File: src/rtl/dsp_mac_seq_pkg.sv
// dsp_mac_seq_pkg: shared types and constants for the DSP MAC sequencer.
//   state_e      - sequencer FSM states
//   OPMODE_MAC   - slice OPMODE: X=M, Z=P, pre-adder bypassed, carry 0, add
//   DSP_P_W      - width of the slice P port
//   DSP_AB_W     - width of the slice A/B ports
//   state_busy() - true for every state that belongs to a job
package dsp_mac_seq_pkg;

   typedef enum logic [2:0] {
      ST_IDLE  = 3'd0,
      ST_CLEAR = 3'd1,
      ST_LOAD  = 3'd2,
      ST_DRAIN = 3'd3,
      ST_DONE  = 3'd4
   } state_e;

   localparam logic [7:0] OPMODE_MAC = 8'b0000_1001;
   localparam int         DSP_P_W    = 48;
   localparam int         DSP_AB_W   = 18;

   function automatic logic state_busy(input state_e s);
      return (s != ST_IDLE);
   endfunction

endpackage

File: src/rtl/dsp_mac_seq_sat.sv
// dsp_mac_seq_sat: converts the 48-bit slice accumulator into the RES_W-bit
// result word.
//   p_i   in  48     accumulator value from the slice P port
//   res_o out RES_W  result word
//   ovf_o out 1      set when the accumulator did not fit in RES_W bits
// Build option: DSP_MAC_SEQ_SAT_EN selects signed saturation with overflow
// flag; without it the value is truncated to its low RES_W bits and ovf_o is 0.
module dsp_mac_seq_sat
   import dsp_mac_seq_pkg::*;
#(
   parameter int RES_W = 40
) (
   input  logic [DSP_P_W-1:0] p_i,
   output logic [RES_W-1:0]   res_o,
   output logic               ovf_o
);

`ifdef DSP_MAC_SEQ_SAT_EN
   // The value fits when every bit from the result sign bit upward is a copy
   // of the sign, i.e. the top slice is all ones or all zeros.
   logic [DSP_P_W-RES_W:0] upper_s;
   logic                   fits_s;

   assign upper_s = p_i[DSP_P_W-1:RES_W-1];
   assign fits_s  = (&upper_s) | ~(|upper_s);

   // Clamp to the most positive or most negative RES_W value on overflow
   always_comb begin
      if (fits_s) begin
         res_o = p_i[RES_W-1:0];
         ovf_o = 1'b0;
      end else if (p_i[DSP_P_W-1]) begin
         res_o = {1'b1, {(RES_W-1){1'b0}}};
         ovf_o = 1'b1;
      end else begin
         res_o = {1'b0, {(RES_W-1){1'b1}}};
         ovf_o = 1'b1;
      end
   end
`else
   // Upper accumulator bits are intentionally discarded in truncation mode.
   logic unused_p_s;

   assign unused_p_s = ^p_i;
   assign res_o      = p_i[RES_W-1:0];
   assign ovf_o      = 1'b0;
`endif

endmodule

File: src/rtl/dsp_mac_sequencer.sv
// dsp_mac_sequencer: feeds a dot-product job of cmd_len operand pairs into a
// DSP48A1-style slice (A1/B1/M/P/OPMODE registered, sync reset), waits out
// the slice latency and returns the accumulated P as one result beat.
//   clk, rst_n                  clock, asynchronous active-low reset
//   cmd_valid/cmd_ready/cmd_len job request (ready only when idle)
//   s_valid/s_ready/s_a/s_b     operand pair stream (ready only while loading)
//   res_valid/res_ready         result handshake
//   res_data/res_ovf            dot product and overflow flag
//   busy                        a job is in progress
//   dsp_a/dsp_b/dsp_opmode      slice data and opcode
//   dsp_rst/dsp_ce              fanned to all slice RST*/CE* pins
//   dsp_p                       slice P output
// Build option: DSP_MAC_SEQ_SAT_EN enables result saturation (see
// dsp_mac_seq_sat); otherwise the result is truncated.
module dsp_mac_sequencer
   import dsp_mac_seq_pkg::*;
#(
   parameter int LEN_W   = 8,
   parameter int DSP_LAT = 3,
   parameter int RES_W   = 40
) (
   input  logic                clk,
   input  logic                rst_n,
   input  logic                cmd_valid,
   output logic                cmd_ready,
   input  logic [LEN_W-1:0]    cmd_len,
   input  logic                s_valid,
   output logic                s_ready,
   input  logic [DSP_AB_W-1:0] s_a,
   input  logic [DSP_AB_W-1:0] s_b,
   output logic                res_valid,
   input  logic                res_ready,
   output logic [RES_W-1:0]    res_data,
   output logic                res_ovf,
   output logic                busy,
   output logic [DSP_AB_W-1:0] dsp_a,
   output logic [DSP_AB_W-1:0] dsp_b,
   output logic [7:0]          dsp_opmode,
   output logic                dsp_rst,
   output logic                dsp_ce,
   input  logic [DSP_P_W-1:0]  dsp_p
);

   localparam int               CNT_W      = (DSP_LAT > 1) ? $clog2(DSP_LAT) : 1;
   localparam logic [CNT_W-1:0] DRAIN_INIT = CNT_W'(DSP_LAT - 1);

   state_e              state_q, state_d;
   logic [LEN_W-1:0]    beats_left_q, beats_left_d;
   logic [CNT_W-1:0]    drain_cnt_q, drain_cnt_d;
   logic [RES_W-1:0]    res_data_q, res_data_d;
   logic                res_ovf_q, res_ovf_d;
   logic                cmd_ready_q;
   logic                s_ready_q;
   logic                res_valid_q;
   logic                busy_q;
   logic                dsp_rst_q;
   logic                dsp_ce_q;

   logic                s_hs_s;
   logic [RES_W-1:0]    sat_res_s;
   logic                sat_ovf_s;

   dsp_mac_seq_sat #(
      .RES_W (RES_W)
   ) u_sat (
      .p_i   (dsp_p),
      .res_o (sat_res_s),
      .ovf_o (sat_ovf_s)
   );

   // s_ready_q is only ever set in LOAD, so this is the LOAD-state handshake.
   assign s_hs_s = s_valid & s_ready_q;

   // Operands go to the slice in the acceptance cycle itself: the slice's own
   // A1/B1 stage is the first register, which is what DSP_LAT is counted from.
   // Bubbles and non-LOAD cycles present zero so the slice accumulates +0.
   always_comb begin
      if (s_hs_s) begin
         dsp_a = s_a;
         dsp_b = s_b;
      end else begin
         dsp_a = {DSP_AB_W{1'b0}};
         dsp_b = {DSP_AB_W{1'b0}};
      end
   end

   // Next-state, beat/drain counters and result capture
   always_comb begin
      state_d      = state_q;
      beats_left_d = beats_left_q;
      drain_cnt_d  = drain_cnt_q;
      res_data_d   = res_data_q;
      res_ovf_d    = res_ovf_q;
      case (state_q)
         ST_IDLE: begin
            if (cmd_valid && cmd_ready_q) begin
               beats_left_d = cmd_len;
               state_d      = ST_CLEAR;
            end else begin
               state_d = ST_IDLE;
            end
         end
         ST_CLEAR: begin
            drain_cnt_d = DRAIN_INIT;
            if (beats_left_q == LEN_W'(0)) begin
               state_d = ST_DRAIN;
            end else begin
               state_d = ST_LOAD;
            end
         end
         ST_LOAD: begin
            if (s_hs_s) begin
               beats_left_d = beats_left_q - LEN_W'(1);
               if (beats_left_q == LEN_W'(1)) begin
                  state_d = ST_DRAIN;
               end else begin
                  state_d = ST_LOAD;
               end
            end else begin
               state_d = ST_LOAD;
            end
         end
         ST_DRAIN: begin
            // Last drain cycle: dsp_p now contains the final product.
            if (drain_cnt_q == CNT_W'(0)) begin
               res_data_d = sat_res_s;
               res_ovf_d  = sat_ovf_s;
               state_d    = ST_DONE;
            end else begin
               drain_cnt_d = drain_cnt_q - CNT_W'(1);
               state_d     = ST_DRAIN;
            end
         end
         ST_DONE: begin
            if (res_ready) begin
               state_d = ST_IDLE;
            end else begin
               state_d = ST_DONE;
            end
         end
         default: begin
            state_d = ST_IDLE;
         end
      endcase
   end

   // State, counters, result and control outputs decoded from the next state
   always_ff @(posedge clk or negedge rst_n) begin
      if (!rst_n) begin
         state_q      <= ST_IDLE;
         beats_left_q <= LEN_W'(0);
         drain_cnt_q  <= CNT_W'(0);
         res_data_q   <= RES_W'(0);
         res_ovf_q    <= 1'b0;
         cmd_ready_q  <= 1'b1;
         s_ready_q    <= 1'b0;
         res_valid_q  <= 1'b0;
         busy_q       <= 1'b0;
         dsp_rst_q    <= 1'b0;
         dsp_ce_q     <= 1'b0;
      end else begin
         state_q      <= state_d;
         beats_left_q <= beats_left_d;
         drain_cnt_q  <= drain_cnt_d;
         res_data_q   <= res_data_d;
         res_ovf_q    <= res_ovf_d;
         cmd_ready_q  <= (state_d == ST_IDLE);
         s_ready_q    <= (state_d == ST_LOAD) && (beats_left_d != LEN_W'(0));
         res_valid_q  <= (state_d == ST_DONE);
         busy_q       <= state_busy(state_d);
         dsp_rst_q    <= (state_d == ST_CLEAR);
         // DONE drops CE so the slice holds P while the result waits.
         dsp_ce_q     <= (state_d == ST_CLEAR) || (state_d == ST_LOAD) ||
                         (state_d == ST_DRAIN);
      end
   end

   assign cmd_ready  = cmd_ready_q;
   assign s_ready    = s_ready_q;
   assign res_valid  = res_valid_q;
   assign res_data   = res_data_q;
   assign res_ovf    = res_ovf_q;
   assign busy       = busy_q;
   assign dsp_rst    = dsp_rst_q;
   assign dsp_ce     = dsp_ce_q;
   assign dsp_opmode = OPMODE_MAC;

endmodule

File: config.mk
export PLATFORM = sky130hd
export DESIGN_NAME = dsp_mac_sequencer
export DESIGN_NICKNAME = d
export VERILOG_FILES = /design/src/rtl/dsp_mac_seq_pkg.sv /design/src/rtl/dsp_mac_seq_sat.sv /design/src/rtl/dsp_mac_sequencer.sv
export SDC_FILE = /design/constraint.sdc
export NUM_CORES = 1
export LEC_CHECK = 0
export CORE_UTILIZATION = 36
export DETAILED_ROUTE_END_ITERATION = 10
export GPL_TIMING_DRIVEN = 0
export PLACE_DENSITY = 0.84
export SYNTH_ARGS = -nofsm -noshare
export SYNTH_HDL_FRONTEND = slang
export SYNTH_SLANG_ARGS = --single-unit
export TNS_END_PERCENT = 10
File: constraint.sdc
create_clock -name clk -period 2.9 [get_ports clk]
set_clock_uncertainty 0.1 [all_clocks]
set_input_delay 0.87 -clock clk [delete_from_list [all_inputs] [get_ports clk]]
set_output_delay 0.87 -clock clk [all_outputs]
set_load 0.05 [all_outputs]
==> impl_metrics.json <==
{
  "status": "complete, no violations",
  "maxCapViolCount": 0,
  "holdCritPathClass": "reg2reg",
  "netlist_instances": 249,
  "syn-cell-area_sq_um": 2900,
  "fmax_mhz": 352,
  "finalHoldViolCount": 0,
  "async_reset_ff_frac": 1.00,
  "cp.arrival_ps": 1870,
  "power_frac_comb": 0.623,
  "first_pass_iters": 4,
  "port_buffers": 170,
  "start_kind": "input port",
  "clk_latency_ps": 330,
  "nets": 538,
  "final_cell_mix": "clkdlybuf4s50_1 (132), dfrtp_1 (58), mux2_1 (40), buf_4 (35), and3_1 (34)",
  "syn_area_per_cell_sq_um": 11.7,
  "yosysSeqAreaShare": 0.509,
  "dp_hpwl_um": 6990,
  "clkSlewWorstSetupHoldPaths_ps": 60,
  "ys.flop_type": "dfrtp_1",
  "die_h_um": 91.8,
  "cts_root_buf": "clkbuf_8",
  "post-cts-setup-buffers": 0,
  "start_util": 0.374,
  "ir_drop_mv": 0.759,
  "clock_power_share": 0.116,
  "drv_slew": 0,
  "cts_max_path_buffers": 2,
  "crit_required_ps": 1930,
  "grt_max_degree": 39,
  "via_per_inst": 5.01,
  "powerDensity_nw_per_um2": 1160,
  "fillers": 665,
  "r2r_end": "s_ready",
  "core_area_sq_um": 7770,
  "yosys-top-cells-area": "dfrtp_1 (50%), mux2_1 (16%), and3_1 (8.0%), buf_4 (2.3%), clkbuf_1 (1.4%)",
  "grt_pass1_vias": 2864,
  "final_layout_size_suffix_gt1_frac": 0.192,
  "hold_end": "res_data[12]",
  "antenna_found_initial": 1,
  "cp-end-kind": "output port",
  "first_iter_violations": 132,
  "fin_crit_sh": 0.979,
  "cts_tree": "built",
  "layout_commonest_cell": "clkdlybuf4s50_1",
  "synth_top_area_share": 0.500,
  "drc": 0,
  "dpl.cell_count": 529,
  "grt_overflow": 0,
  "worst-setup-path-type": "in2out",
  "fp.dieW_um": 91.8,
  "rsz0062_at_grt": "false",
  "path_depth": 3,
  "slowest_stage": "clkdlybuf4s50_1",
  "cts_sinks": 59,
  "track_usage": 0.219,
  "r2r-start": "beats_left_q[0]",
  "num_io_pins": 188,
  "gp_congestion": 0.811,
  "sw_frac_of_total": 0.495,
  "grt_pass1_wl_um": 14100,
  "intPower_mw": 2.89,
  "relSlewSlack": 0.649,
  "ys_types": 47,
  "fin_cells": 546,
  "dieArea_sq_um": 8420,
  "yosysTopAreaCell": "dfrtp_1",
  "power_frac_seq": 0.261,
  "worst_hold_slack_ps": 390,
  "vias": 2737,
  "synth_edf_count": 0,
  "hold_start": "res_data[12]",
  "fp-row-count": 32,
  "finalPower_mw": 5.72,
  "cts_buffers": 9,
  "h-tree-depth": 3,
  "netSwitchingPower_mw": 2.83,
  "whs_path_depth": 1,
  "hold_buffers": 0,
  "ant_nets": 0,
  "critical_path.max_fanout": 1,
  "p_leak_nw": 2.26,
  "slowest_delay_ps": 460,
  "reg2reg_slack_ps": 560,
  "worst_slew_pin_slew_ps": 525,
  "synth_seq_cells": 59,
  "finalSetupViolations": 0,
  "drt_wl_total_um": 9030,
  "critPathTopFamily": "buffers and inverters",
  "period_needed_ps": 2840,
  "path_buf_inv": 2,
  "area_growth_pct": 69.3,
  "wire_per_inst_um": 16.5,
  "yosysWarnings": 0,
  "r2r_cells": 7,
  "crit_chain": "clkdlybuf4s50_1 > and3_1 > clkdlybuf4s15_2"
}
-- Yosys cell counts (4+ instances only) --
library cell and instances:
dfrtp_1 58, buf_4 9, nand2_1 6, clkbuf_1 11, mux2_1 40, a21o_1 4
and3_1 37, inv_1 6, or3_1 4, nor2_1 4, buf_2 5, nor3_1 7
-- metal layers --
layer	GRT usage	vias up	wire length, um
met5	0	-	0
met4	0.113	0	218
met3	0.0564	15	719
met2	0.422	133	4970
met1	0.212	1315	3120
li1	-	1274	-
-- power groups by stage --
stage,Sequential [mW],Clock [mW],Combinational [mW]
5_1_grt,1.56,0.718,3.73
4_1_cts,1.50,0.688,3.58
2_1_floorplan,2.60,0,1.25
3_3_place_gp,1.48,0,3.51
6_report,1.49,0.662,3.56
3_5_place_dp,1.51,0,3.57
-- registers in the layout, summed over array words and instances (netlist names), 2 cells and up --
| name | flops |
|---|---|
| beats_left_q | 8 |
| drain_cnt_q | 2 |
| res_data | 40 |
| state_q | 3 |
-- logic make-up (layout without fill, tap and decap cells) --
logic type,count (synthesis),count (layout),share of synthesized area
AOI/OAI and AO/OA,31,31,0.0871
adders and majority gates,3,3,0.0129
DFF,59,59,0.509
muxes,42,42,0.163
other,2,10,0.00259
buffers and inverters,32,219,0.0552
and+or+nand+nor,80,80,0.170
-- repair_timing --
item / 4_1_cts / 5_1_grt
cloned: 0 / 0
setup endpoints to repair: 36 / 31
gates resized for setup: 214 / 6
-- worst max path at each step --
stage	start	to	slack (ps)
2_1_floorplan	s_valid	dsp_a[0]	160
3_3_place_gp	s_valid	dsp_a[7]	-1120
3_5_place_dp	s_valid	dsp_a[7]	-1160
4_1_cts	s_valid	dsp_b[7]	10
5_1_grt	s_b[3]	dsp_b[3]	40
6_report	s_b[3]	dsp_b[3]	60
-- metrics by stage --
stage | area [sq um] | setup TNS, ps | util | worst slack, ps
floorplan | 2930 | 0 | - | 156
global placement | 4760 | -96530 | 0.612 | -1120
detailed placement | 4770 | -38690 | 0.614 | -1160
CTS | 4910 | 0 | 0.633 | 13.8
global route | 4910 | 0 | 0.633 | 38.9
finish | 4910 | 0 | 0.633 | 59.5
-- final cells by class --
type                    count  area, sq um  area share
diodes                      1         2.50    0.000509
inverters                   7         26.3     0.00535
repair buffers            171         1650       0.336
multi-input cells         165         1310       0.266
clock buffers              14          163      0.0331
well taps                 102          128      0.0260
clock inverters             2         10.0     0.00204
plain buffers              25          149      0.0303
flip-flops and latches     59         1480       0.301
No activity file was read; power rests on OpenSTA's default activity.
